<file path="src/rtl/regfile_scoreboard.sv">
// Parametrised register file with write-to-read bypass and a per-register
// pending-load scoreboard. Sits between decode and execute; raises stall while
// a consumed source operand still waits on an in-flight load.
module regfile_scoreboard #(
    parameter int WIDTH    = 16,
    parameter int NREGS    = 4,
    parameter int ZERO_REG = 1,
    parameter int BYPASS   = 1,
    localparam int AW      = $clog2(NREGS)
) (
    input  logic             clock,
    input  logic             reset_n,
    input  logic [AW-1:0]    rr1,
    input  logic [AW-1:0]    rr2,
    input  logic             use1,
    input  logic             use2,
    output logic [WIDTH-1:0] rd1,
    output logic [WIDTH-1:0] rd2,
    input  logic             regwrite,
    input  logic [AW-1:0]    wr,
    input  logic [WIDTH-1:0] wd,
    input  logic             issue,
    input  logic [AW-1:0]    issue_reg,
    output logic             stall,
    output logic [NREGS-1:0] busy,
    output logic [AW:0]      pend_count,
    output logic             issue_err
);

    logic [WIDTH-1:0] regs [NREGS];
    logic             write_ok;
    logic             issue_ok;
    logic             fwd1;
    logic             fwd2;
    logic [NREGS-1:0] busy_next;
    logic [AW:0]      count_next;

    // Qualify writes and issues: register 0 is hard-wired when ZERO_REG is set,
    // and nothing is accepted while reset is held (so reads stay at 0 then).
    always_comb begin
        write_ok = reset_n && regwrite && !((ZERO_REG != 0) && (wr == '0));
        issue_ok = reset_n && issue && !((ZERO_REG != 0) && (issue_reg == '0));
        fwd1     = (BYPASS != 0) && write_ok && (wr == rr1);
        fwd2     = (BYPASS != 0) && write_ok && (wr == rr2);
    end

    // Combinational read ports with optional same-cycle forwarding of write data.
    always_comb begin
        rd1 = regs[rr1];
        rd2 = regs[rr2];
        if ((ZERO_REG != 0) && (rr1 == '0)) rd1 = '0;
        if ((ZERO_REG != 0) && (rr2 == '0)) rd2 = '0;
        if (fwd1) rd1 = wd;
        if (fwd2) rd2 = wd;
    end

    // A consumed operand stalls while its register is pending, unless the
    // clearing writeback is being forwarded this very cycle.
    always_comb begin
        stall = (use1 && busy[rr1] && !fwd1) || (use2 && busy[rr2] && !fwd2);
    end

    // Next scoreboard vector: writeback clears, a new issue sets (issue wins on collision).
    always_comb begin
        busy_next = busy;
        if (write_ok) busy_next[wr] = 1'b0;
        if (issue_ok) busy_next[issue_reg] = 1'b1;
        count_next = '0;
        for (int i = 0; i < NREGS; i++) begin
            count_next = count_next + {{AW{1'b0}}, busy_next[i]};
        end
    end

    // Register storage; async reset clears every entry.
    always_ff @(posedge clock or negedge reset_n) begin
        if (!reset_n) begin
            for (int i = 0; i < NREGS; i++) regs[i] <= '0;
        end else if (write_ok) begin
            regs[wr] <= wd;
        end
    end

    // Scoreboard state, pending count and the double-issue error pulse.
    always_ff @(posedge clock or negedge reset_n) begin
        if (!reset_n) begin
            busy       <= '0;
            pend_count <= '0;
            issue_err  <= 1'b0;
        end else begin
            busy       <= busy_next;
            pend_count <= count_next;
            issue_err  <= issue_ok && busy[issue_reg];
        end
    end

endmodule
</file>
<file path="config.mk">
export PLATFORM = sky130hd
export DESIGN_NAME = regfile_scoreboard
export DESIGN_NICKNAME = d
export VERILOG_FILES = /design/src/rtl/regfile_scoreboard.sv
export SDC_FILE = /design/constraint.sdc
export NUM_CORES = 1
export LEC_CHECK = 0
export CAP_MARGIN = 20
export CORE_MARGIN = 10
export CORE_UTILIZATION = 25
export DETAILED_ROUTE_END_ITERATION = 7
export GPL_ROUTABILITY_DRIVEN = 1
export HOLD_SLACK_MARGIN = 0.03
export PLACE_DENSITY = 0.4
export SLEW_MARGIN = 25
export SYNTH_ARGS = -nofsm -noshare
export SYNTH_HDL_FRONTEND = slang
export SYNTH_SLANG_ARGS = --single-unit
</file>
<file path="constraint.sdc">
create_clock -name clock -period 2.2 [get_ports clock]
set_input_delay 0.22 -clock clock [delete_from_list [all_inputs] [get_ports clock]]
set_output_delay 0.22 -clock clock [all_outputs]
set_load 0.1 [all_outputs]
</file>
==> flow_summary.yaml <==
global_routing:
  gr-total-overflow: 0
  grt_pass1_wl_um: 18200
  met2_usage: 0.170
  grt_max_degree: 56
  use_met3: 0.0310
  grt_pass1_vias: 3033
  antenna_found_initial: 1
  gr-max-usage-layer: "met2"
  grt_usage: 0.107
  grtUsageMet1: 0.139
synth:
  yosysTopAreaCell: "dfrtp_1"
  ys_ff_latch: 72
  synth.net_count: 322
  async_reset_ff_frac: 1.00
  yosysTopAreaCellShare: 0.445
  synth_edf_count: 0
  seq_area_frac_synth: 0.445
  yosysMostFrequentCell: "dfrtp_1"
  netlist_instances: 289
  ys_types: 27
  syn_area_per_cell_um2: 14.0
  ys_top_cells_by_count: "72 x dfrtp_1, 49 x mux2_2, 34 x mux4_2, 33 x inv_1, 32 x o2bb2ai_1"
  synthTopCellsByArea: "dfrtp_1 45%, mux4_2 19%, mux2_2 14%"
  yosysWarnings: 0
  synthFlopType: "dfrtp_1"
  syn_area_mm2: 0.00405
sta:
  worst_pin_slew_ps: 715
  period_share: 0.966
  rsz0062_at_grt: "yes"
  setup_viol: 0
  fin_skew_ps: 2.58
  clock.fmax_mhz: 471
  slew_headroom: 0.523
  setup_ws_ps: 75.8
  hold_viol_final: 0
  fin_crit_ps: 2120
  slew_viol_final: 0
route:
  drc_errors: 0
  wl_per_cell_um: 19.6
  vias_per_cell: 4.63
  ant_nets: 0
  drtIter0Drc: 136
  wirelength_um: 11500
  vias: 2733
  drtPass1Iterations: 4
power:
  peakVddDrop_uv: 560
  p_leak_uw: 0.00254
  power.density_mw_per_mm2: 946
setup_path:
  worstSetupEndpoint: "rd1[1]"
  endpoint_kind: "output port"
  timing.rr.start: "busy[3]"
  worstSetupStartpointType: "primary input"
  crit_arrival_ps: 1900
  crit_required_ps: 1980
  critPathKind: "primary input to output port"
  reg2regPathDepth: 5
  worstReg2RegEnd: "pend_count[1]"
  r2r_slack_ps: 490
  crit_path_max_fanout: 6
  crit_start: "wr[0]"
cells_and_area:
  diodes: 0
  design_area_mm2: 0.00610
  ff_latch_area_mm2: 0.00180
  layout.nets: 403
  syn2layout_area_growth_pct: 50.7
  nFillCells: 1543
  multi_input_area_mm2: 0.00225
  drive_gt1_frac: 0.578
cts:
  clkTransAtPathRegs_ps: 60
  htreeDepth: 3
  cts_tree: "yes"
  clk-insertion-delay-late_ps: 330
  numCtsBuffers: 9
  clock_sinks: 72
  cts_max_path_buffers: 2
  root_buffer: "clkbuf_16"
placed_design:
  pre_cts_ws_ps: -169
  place_congestion: 0.721
  placed_area_mm2: 0.00542
  io_buffer_count: 70
  post-dp-hpwl_um: 8290
floorplan:
  dieArea_mm2: 0.0217
  start_util: 0.255
  core_area_mm2: 0.0159
  dieWidth_um: 147
  die_h_um: 147
  io_pins: 71
  rows: 46
worst_hold_path:
  hold_path_class: "primary input to async pin"
status:
  status: "finished clean"
job:
  maxCapViolCount: 0
[cell usage in the layout, fill, tap and decap left out, types with 2 or more instances in the layout]
cell	count
xnor2_1	2
nand4b_4	2
dfrtp_1	71
o2bb2ai_4	10
dlymetal6s2s_1	2
ha_1	2
buf_12	37
o21ai_0	2
clkbuf_16	11
a31oi_1	2
dlygate4sd3_1	2
clkdlybuf4s50_1	22
clkinv_2	3
o2bb2ai_2	21
buf_2	2
mux2_2	49
a21o_1	2
dlygate4sd2_1	2
buf_6	2
nor2_1	2
buf_4	34
o221ai_4	2
mux4_2	34
inv_1	33
nand2_1	8
[report_power, final]
| group | switching [uW] | leakage [uW] | internal [uW] | total [uW] |
|---|---|---|---|---|
| Combinational | 1600 | 0.00150 | 1030 | 2630 |
| Clock | 565 | 0.000141 | 867 | 1430 |
| Sequential | 156 | 0.000899 | 1550 | 1710 |
[sequential cells by signal, indices dropped and copies added, names as in the netlist]
register and flops:
regs 64, busy 4, pend_count 3, issue_err 1
[worst min-delay path by stage]
stage / from / end / slack [ps] / cells after the start
floorplan: reset_n / busy[0] / -80 / 0
detailed placement: reset_n / pend_count[1] / 90 / 1
global placement: reset_n / busy[1] / 90 / 1
CTS: reset_n / issue_err / 210 / 2
global route: reset_n / regs[29] / 230 / 2
finish: reset_n / issue_err / 160 / 2
[cell families (layout without fill, tap and decap cells)]
kind of cell               count (synthesis)  after routing  synth area share
xor gates and xnor gates                   2              2           0.00433
and+or+nand+nor                           18             18            0.0368
DFF                                       72             72             0.445
adders and majority gates                  3              3            0.0111
buffers and inverters                     68            153            0.0795
muxes                                     83             83             0.326
AOI/OAI and AO/OA                         43             43            0.0974
[repair_timing]
item / in CTS / in global routing
setup endpoints to repair: 33 / 27
hold buffers: 2 / 0
buffers inserted: 0 / 1
gates resized for setup: 23 / 26
hold endpoints to repair: 17 / 0
pin swaps: 0 / 2
gates cloned: 0 / 1
[stage by stage]
| stage | hold WS, ps | instances | setup TNS [ps] | power, uW | utilization |
|---|---|---|---|---|---|
| finish | 162 | 590 | 0 | 5770 | 0.384 |
| global placement | 85.4 | 571 | -2340 | 4230 | 0.341 |
| global route | 235 | 590 | -24.6 | 6030 | 0.384 |
| CTS | 209 | 588 | -469 | 5770 | 0.369 |
| floorplan | -75.6 | 289 | -13900 | 3350 | - |
| detailed placement | 90.3 | 571 | -4120 | 4250 | 0.341 |
[per-layer routing]
metal	vias up	share of wire
met5	-	0.0011
met2	61	0.48
met3	11	0.049
met4	2	0.0091
met1	1417	0.46
li1	1242	-
[layout make-up]
| class | count | area share |
|---|---|---|
| clock buffers | 9 | 0.0369 |
| clock inverters | 6 | 0.0101 |
| inverters | 33 | 0.0203 |
| multi-input cells | 149 | 0.370 |
| flip-flops and latches | 72 | 0.296 |
| well taps | 216 | 0.0443 |
| repair buffers | 105 | 0.223 |
[worst max-delay path, stage by stage]
cell             delay, ps
clkdlybuf4s50_1        410
buf_6                  140
nor4bb_2               260
a31oi_1                 80
nor2_2                 160
buf_4                  240
o2bb2ai_2              160
clkbuf_16              240
Note: power is estimated with default switching activity, not from simulation.
